<file path="config.mk">
export PLATFORM = sky130hd
export DESIGN_NAME = ysyx_23060075_adder_alu_seq
export DESIGN_NICKNAME = d
export VERILOG_FILES = /design/src/rtl/ysyx_23060075_adder_alu_seq.sv
export SDC_FILE = /design/constraint.sdc
export NUM_CORES = 1
export LEC_CHECK = 0
export BUFFER_PORTS_ARGS = -buffer_cell sky130_fd_sc_hd__buf_2
export CORE_MARGIN = 8
export CORE_UTILIZATION = 45
export DETAILED_ROUTE_END_ITERATION = 10
export PLACE_DENSITY = 0.66
export REMOVE_ABC_BUFFERS = 1
export SLEW_MARGIN = 20
export SYNTH_ARGS = -nofsm -noshare
export SYNTH_HDL_FRONTEND = slang
export SYNTH_SLANG_ARGS = --single-unit
export TNS_END_PERCENT = 1
</file>
<file path="constraint.sdc">
create_clock -name clk -period 5.6 [get_ports clk]
set_input_delay 0.56 -clock clk [delete_from_list [all_inputs] [get_ports clk]]
set_output_delay 0.56 -clock clk [all_outputs]
set_load 0.005 [all_outputs]
</file>
<file path="src/rtl/ysyx_23060075_adder_alu_seq.sv">
// Multi-cycle add/sub/slt/sltu unit. Operands are processed chunk_len bits
// per clock, least significant slice first. The carry between slices is
// held in a register.
//
// Handshake: a transfer happens on a rising edge where valid && ready are
// both high. in_ready is high only in IDLE and is forced low while rst_n is
// low. out_valid is high only in DONE. Once out_valid is high, it and all
// result outputs hold steady until out_ready is seen high.
module ysyx_23060075_adder_alu_seq #(
  parameter int data_len  = 32,
  parameter int chunk_len = 8
) (
  input  logic                clk,
  input  logic                rst_n,
  input  logic                in_valid,
  output logic                in_ready,
  input  logic [data_len-1:0] a,
  input  logic [data_len-1:0] b,
  input  logic [1:0]          op,
  output logic                out_valid,
  input  logic                out_ready,
  output logic [data_len-1:0] result,
  output logic                carry,
  output logic                overflow,
  output logic                zero
);

  localparam int n_slices = data_len / chunk_len;
  localparam int idx_w    = (n_slices > 1) ? $clog2(n_slices) : 1;
  localparam logic [idx_w-1:0] last_idx = idx_w'(n_slices - 1);

  localparam logic [1:0] op_add  = 2'b00;
  localparam logic [1:0] op_slt  = 2'b10;
  localparam logic [1:0] op_sltu = 2'b11;

  typedef enum logic [1:0] {
    IDLE = 2'd0,
    CALC = 2'd1,
    DONE = 2'd2
  } state_t;

  // The FSM state is kept as a named enum so that checkers can bind to it.
  state_t state;

  logic [data_len-1:0] a_q;
  logic [data_len-1:0] b_q;        // b, already inverted for subtract-type ops
  logic [data_len-1:0] partial;    // sum slices completed so far
  logic [1:0]          op_q;
  logic                is_sub_q;
  logic [idx_w-1:0]    idx;
  logic                carry_reg;

  logic [chunk_len:0]  slice_sum;
  logic [data_len-1:0] full_sum;
  logic                sum_msb;
  logic                carry_next;
  logic                ovf_next;
  logic [data_len-1:0] result_next;

  // Add the current slice, and merge it into the running sum so that the
  // complete sum is available during the final slice.
  always_comb begin
    slice_sum = {1'b0, a_q[int'(idx) * chunk_len +: chunk_len]}
              + {1'b0, b_q[int'(idx) * chunk_len +: chunk_len]}
              + {{chunk_len{1'b0}}, carry_reg};
    full_sum = partial;
    full_sum[int'(idx) * chunk_len +: chunk_len] = slice_sum[chunk_len-1:0];
  end

  // Derive the result outputs from the complete sum. These values are used
  // only on the last CALC cycle.
  always_comb begin
    sum_msb    = full_sum[data_len-1];
    carry_next = slice_sum[chunk_len] ^ is_sub_q;
    ovf_next   = (a_q[data_len-1] == b_q[data_len-1]) && (sum_msb != a_q[data_len-1]);
    case (op_q)
      op_slt:  result_next = {{(data_len-1){1'b0}}, sum_msb ^ ovf_next};
      op_sltu: result_next = {{(data_len-1){1'b0}}, carry_next};
      default: result_next = full_sum;
    endcase
  end

  assign in_ready  = rst_n && (state == IDLE);
  assign out_valid = (state == DONE);

  // Control FSM, slice datapath registers and registered result outputs.
  always_ff @(posedge clk) begin
    if (!rst_n) begin
      state     <= IDLE;
      a_q       <= '0;
      b_q       <= '0;
      partial   <= '0;
      op_q      <= op_add;
      is_sub_q  <= 1'b0;
      idx       <= '0;
      carry_reg <= 1'b0;
      result    <= '0;
      carry     <= 1'b0;
      overflow  <= 1'b0;
      zero      <= 1'b0;
    end else begin
      case (state)
        IDLE: begin
          if (in_valid) begin
            a_q       <= a;
            b_q       <= (op != op_add) ? ~b : b;
            op_q      <= op;
            is_sub_q  <= (op != op_add);
            carry_reg <= (op != op_add);
            partial   <= '0;
            idx       <= '0;
            state     <= CALC;
          end
        end
        CALC: begin
          partial   <= full_sum;
          carry_reg <= slice_sum[chunk_len];
          if (idx == last_idx) begin
            idx      <= '0;
            result   <= result_next;
            carry    <= carry_next;
            overflow <= ovf_next;
            zero     <= (result_next == '0);
            state    <= DONE;
          end else begin
            idx <= idx + 1'b1;
          end
        end
        DONE: begin
          if (out_ready) state <= IDLE;
        end
        default: state <= IDLE;
      endcase
    end
  end

endmodule

</file>
### Yosys cells after proc, flatten, opt, wreduce, memory -nomap -nowiden

Index checks and enable logic that the tools add are counted.

* register bits: 139
* bits of input ports: 70
* output and inout bits: 37
* logic and storage cells: 57

* add/subtract/negate cells: 4
* equality and inequality tests: 10
* shift-type cells: 4
* multiplexer cells: 14
* bitwise logic cells: 3
* reduce and logical (&&, ||, !) cells: 10

Operator list (number)
* 32-bit case mux with 2 select lines: 2
* 32-bit 2-to-1 mux: 2
* 32-bit by 6-bit indexed part select with 8-bit output: 2
* 5-bit negation with 33-bit output: 1
* 8-bit by 33-bit variable shift with 32-bit output (first input constant): 1
* 8-bit by 33-bit indexed part select with 32-bit output: 1
* 32-bit bitwise mux: 1
* 32-bit logical NOT: 1
* 32-bit inverter: 1
* 2-bit 2-to-1 mux: 5
* 8-bit by 8-bit adder with 9-bit output: 1
* 9-bit by 1-bit adder with 9-bit output: 1
* 2-bit == test (second input constant): 4
* 2-bit case mux with 3 select lines: 1
* 2-bit AND reduction: 3
* 2-bit inequality test (second input constant): 2
* 2-bit case mux with 2 select lines: 1
* 2-bit nonzero test: 2
* 3-bit AND reduction: 1
* 2-bit by 1-bit adder with 2-bit output (second input constant): 1
* 2-bit by 1-bit == test with 1-bit output (second input constant): 1
* 1-bit logical AND: 2
* 2-bit logical NOT: 1
* 2-bit by 1-bit inequality test with 1-bit output (second input constant): 1
* other kinds (5): 6

### Depth between registers and ports, before layout

* word-level depth: 10
* mapped depth: 13
* gate-level depth less buffers: 11

### Worst setup path before layout

No wires, ideal clock.

* kind: register -> register
* start point: reg idx[0]
* end point: reg zero
* setup time: 0.070 ns
* arrival: 3.669 ns
* data required time: 5.530 ns
* slack: 1.861 ns
* cell stages (with the launch flop): 13
* buffers on the path: 2
* clock period less this slack: 3.739 ns
* cell sequence: dfxtp_1 buf_1 buf_2 mux4_2 fa_1 inv_1 fa_1 xnor2_1 a22o_1 or4_4 a2111oi_4 nand4_1 a21oi_1

* word-level cells in the longest chain between the ends: 10
* elaborated cells on any way between the ends: 16
* those cells by class: add/sub (3); eq/ne (2); shift (4); mux (2); bitwise (2); reduce/logical (3)

RTL lines
* from (decl): RTL line 50 `logic [idx_w-1:0] idx;`
* from (signal assigned): RTL line 126 `idx <= idx + 1'b1;`
* 32-bit by 6-bit indexed part select with 8-bit output, on equally long branches: RTL line 63, 64
* 8-bit by 8-bit adder with 9-bit output: RTL line 64 `+ {1'b0, b_q[int'(idx) * chunk_len +: chunk_len]}`
* 9-bit by 1-bit adder with 9-bit output: RTL line 65 `+ {{chunk_len{1'b0}}, carry_reg};`
* 8-bit by 33-bit indexed part select with 32-bit output: RTL line 67 `full_sum[int'(idx) * chunk_len +: chunk_len] = slice_sum[chunk_len-1:0];`
* 32-bit bitwise mux: RTL line 67
* 1-bit inequality test: RTL line 75 `ovf_next = (a_q[data_len-1] == b_q[data_len-1]) && (sum_msb != a_q[data_len-1]);`
* 1-bit logical AND: RTL line 75
* 1-bit XOR: RTL line 77 `op_slt: result_next = {{(data_len-1){1'b0}}, sum_msb ^ ovf_next};`
* 32-bit case mux with 2 select lines: RTL line 76 `case (op_q)`
* 32-bit logical NOT: RTL line 123 `zero <= (result_next == '0);`
* to (signal assigned): RTL line 123
* to (decl): RTL line 25 `output logic zero`

Several ways; a longest one is shown, not always the timed one.
A chain may end at the register's enable or synchronous reset.

### Worst setup path in the final report

* start point: reg idx[0]
* end point: reg partial[6]

* word-level cells in the longest chain between the ends: 6
* elaborated cells on any way between the ends: 9
* those cells by class: add/sub (3); shift (4); mux (2)

RTL lines
* 32-bit by 6-bit indexed part select with 8-bit output, on equally long branches: RTL line 63, 64
* 8-bit by 8-bit adder with 9-bit output: RTL line 64
* 9-bit by 1-bit adder with 9-bit output: RTL line 65
* 8-bit by 33-bit indexed part select with 32-bit output: RTL line 67
* 32-bit bitwise mux (*): RTL line 67
* 32-bit case mux with 2 select lines (*): RTL line 102 `case (state)`
* to (signal assigned): RTL line 116 `partial <= full_sum;`
* to (decl): RTL line 47 `logic [data_len-1:0] partial;`

Mark *: on every way between the ends. The rest lies on a longest branch, timed or not.

==> run metrics <==
status finished, final reports clean; Primary FF master, synth dfxtp_1; drt via density 5.41; post-route clock period utilization between 60% and 70%; uppermost routed layer met4; fin nets 975; fmax roughly 260 MHz; CP max stage delay 0.80 ns; met2 WL about 8.4 mm; worst vdd ir between 200 and 250 uV; antenna violations before repair 0; critical path's slowest cell dfxtp_1; sequential share of power 41.0%; worst setup path startpoint idx[0]$_SDFFE_PN0P_; post-DP HPWL ~12 mm; clock network latency to the later pin of the worst-skew pair 0.43 ns; Comb power frac a little over an eighth; GRT Total Usage 18.6%; Seq/Total Area, Yosys between 30 and 40%; Hold Path Sink a_q[10]$_SDFFE_PN0P_; fin crit period slightly below 4 ns; worst r2r src idx[0]$_SDFFE_PN0P_; drt first pass iters 5; Post-synth EDFFs 0; initial core utilization between 40% and 50%; Post-synth ARST share 0%; die area between 15,000 and 20,000 sq um; Power Density between 300 and 400 nW/um^2; Clock Sinks ~140; post-CTS setup buffers 0; Cell variety after synth between 50 and 60; Int Pwr 0.00190 W; Hold Crit Depth 3; synthesized cell area 6980 sq um; fin. max-slew vios 0; RD Place Congestion between 0.8 and 0.9; clk buf depth 2; CTS Root Buffer Type clkbuf_16; Crit Path Max Fanout 14; Fin. Hold Viols 0; fraction of power spent switching nets 25.8%; R2R Setup Slk approximately 1.7 ns; share of cells above drive strength 1 19.2%; # hold bufs at CTS 0; total of max-cap violations 0; vias in the first global route between 5k and 6k; diode count 0; CP Data Required Time 5.97 ns; Synth Register Bits about 140; P_leak about 3.1 nW; CTS resizes 0; clock power share between 40% and 50%; Die Height roughly 140 um; wl on met1 8.31 mm; Critical Path AT approximately 4.2 ns; Layout area overhead 18.0%; slew at the pin with the worst max-slew slack roughly 1.1 ns; relative slew slack between 20% and 30%; met3 routed WL between 1 and 1.5 mm; first-pass GRT wire length approximately 30 mm; CP Capture Type flop; Congestion Overflow GR 0; mean routed wirelength per cell 16.7 um; Worst setup SP type flop; clock slew at reported path FFs about 0.060 ns; hold path start a[10]; final setup violation count 0; post-route setup TNS 0 ns; # port buffers between 100 and 150; CP dominant cell by count o211ai_1; Tot Pwr approximately 0.0026 W; CP bufs+invs 1; Vias between 5k and 6k; I/O pin count ~110; H-tree lvl count 4; # fillers 1,472; pin count of the biggest net entering global routing 117; total clock buffers created by CTS 17; Ys Warns 0; Setup Skew roughly 0.0094 ns; worst r2r dst partial[6]$_SDFFE_PN0P_; commonest non-fill, non-tap cell in the layout nand2_1; Switch Pwr roughly 0.00066 W; Die X 141 um; CTS tree done; post-route ant nets 0; drt initial violations 482; most frequent cells in the layout nand2_1 (171), dfxtp_1 (139), buf_2 (106); Worst Hold Class in -> reg; WS Path Type reg -> reg; R2R cell count 10; cell family with most CP delay compound AO/OA/AOI/OAI gates; row count 45; DRC viols 0; core area roughly 15,000 sq um; critical path cell sequence buf_4, mux4_2, ha_1, nor2b_1, o211ai_1, nand2_1, o211ai_1, a21oi_1, o21ai_0, and2_1; post-synthesis cell count a little over 800; RSZ-0062 raised after global routing false; WL final between 15 and 20 mm; syn_area_per_cell approximately 8.6 sq um
metal layers:
metal  GRT usage (%)  up-vias
met2            30.7      182
met3            5.16       31
li1                -     2958
met5               0        -
met1            22.7     2728
met4            7.07        0
metrics by stage:
stage | setup WS (ns) | hold slack (ns) | util (%) | area, sq um | cells
after CTS | 1.70 | 0.364 | 54.0 | 8210 | 1089
final | 1.73 | 0.378 | 54.2 | 8240 | 1090
after detailed placement | 1.76 | 0.458 | 49.9 | 7590 | 1058
after floorplan | 1.86 | 0.438 | - | 6750 | 756
after global routing | 1.42 | 0.369 | 54.2 | 8240 | 1090
after global placement | 1.79 | 0.449 | 49.9 | 7590 | 1058
power by group through the flow:
stage / clock [W] / sequential, W / combinational, W
2_1_floorplan: 0 / 0.00107 / 0.000217
3_3_place_gp: 0 / 0.00107 / 0.000330
3_5_place_dp: 0 / 0.00107 / 0.000330
4_1_cts: 0.00119 / 0.00105 / 0.000333
5_1_grt: 0.00124 / 0.00106 / 0.000370
6_report: 0.00118 / 0.00105 / 0.000335
area by class of cell:
cell class / count / area, sq um / share of cell area (%)
multi-input combinational: 596 / 3900 / 47.4
clock inverter: 10 / 140 / 1.70
sequential: 139 / 2780 / 33.8
clock buffer: 21 / 480 / 5.83
timing repair buffer: 115 / 618 / 7.50
inverter: 21 / 78.8 / 0.957
tap: 188 / 235 / 2.86
cells in the mapped netlist, types with 2 or more instances:
library cell,instances,share of area [%]
xor2_1,3,0.38
nand2_1,172,9.2
or2_2,3,0.27
o21ai_0,31,2.2
buf_2,2,0.14
nor3_1,6,0.43
clkbuf_1,51,2.7
o21a_1,4,0.43
a31oi_1,4,0.36
and2_1,29,2.6
nand3b_1,4,0.43
dfxtp_1,139,40
mux2i_1,2,0.29
a211o_1,2,0.25
inv_1,20,1.1
fa_1,2,0.57
ha_1,13,2.3
nand4_1,3,0.27
o211ai_1,3,0.32
o22ai_1,6,0.54
a21oi_1,25,1.8
o2bb2ai_1,4,0.50
a22oi_1,23,2.5
xnor2_1,34,4.3
a22o_1,8,1.0
nor2b_1,41,3.7
nor2_1,13,0.70
mux4_2,16,5.2
nand2b_1,4,0.36
nand3_1,29,2.1
nor3b_1,3,0.32
a32oi_1,6,0.75
buf_1,5,0.27
and3_1,2,0.18
nor4_1,2,0.18
a21boi_0,82,8.8
worst reg2reg max path: cells and delay by family (launching register included):
family | cells | cell delay (ns)
adder cells (fa/ha/maj) | 1 | 0.38
buffers and inverters | 1 | 0.34
AND/OR/NAND/NOR | 3 | 0.41
AO/OA/AOI/OAI | 4 | 1.35
flip-flops | 1 | 0.80
multiplexers | 1 | 0.53
worst max path at each step:
| stage | slack (ns) | endpoint | cells after the start |
|---|---|---|---|
| after floorplan | 1.86 | zero$_SDFFE_PN0P_ | 8 |
| after global placement | 1.79 | zero$_SDFFE_PN0P_ | 11 |
| after detailed placement | 1.76 | partial[6]$_SDFFE_PN0P_ | 10 |
| after CTS | 1.70 | partial[6]$_SDFFE_PN0P_ | 10 |
| after global routing | 1.42 | partial[6]$_SDFFE_PN0P_ | 10 |
| final | 1.73 | partial[6]$_SDFFE_PN0P_ | 10 |
cells by family after synthesis:
group	after synthesis	share of synthesized area, %
adders and majority gates	15	2.90
xor gates and xnor gates	38	4.88
buffers and inverters	80	4.45
and+or+nand+nor	314	21.2
muxes	18	5.45
AOI/OAI and AO/OA	211	21.3
DFF	139	39.9
No activity file was read; power rests on OpenSTA's default activity.
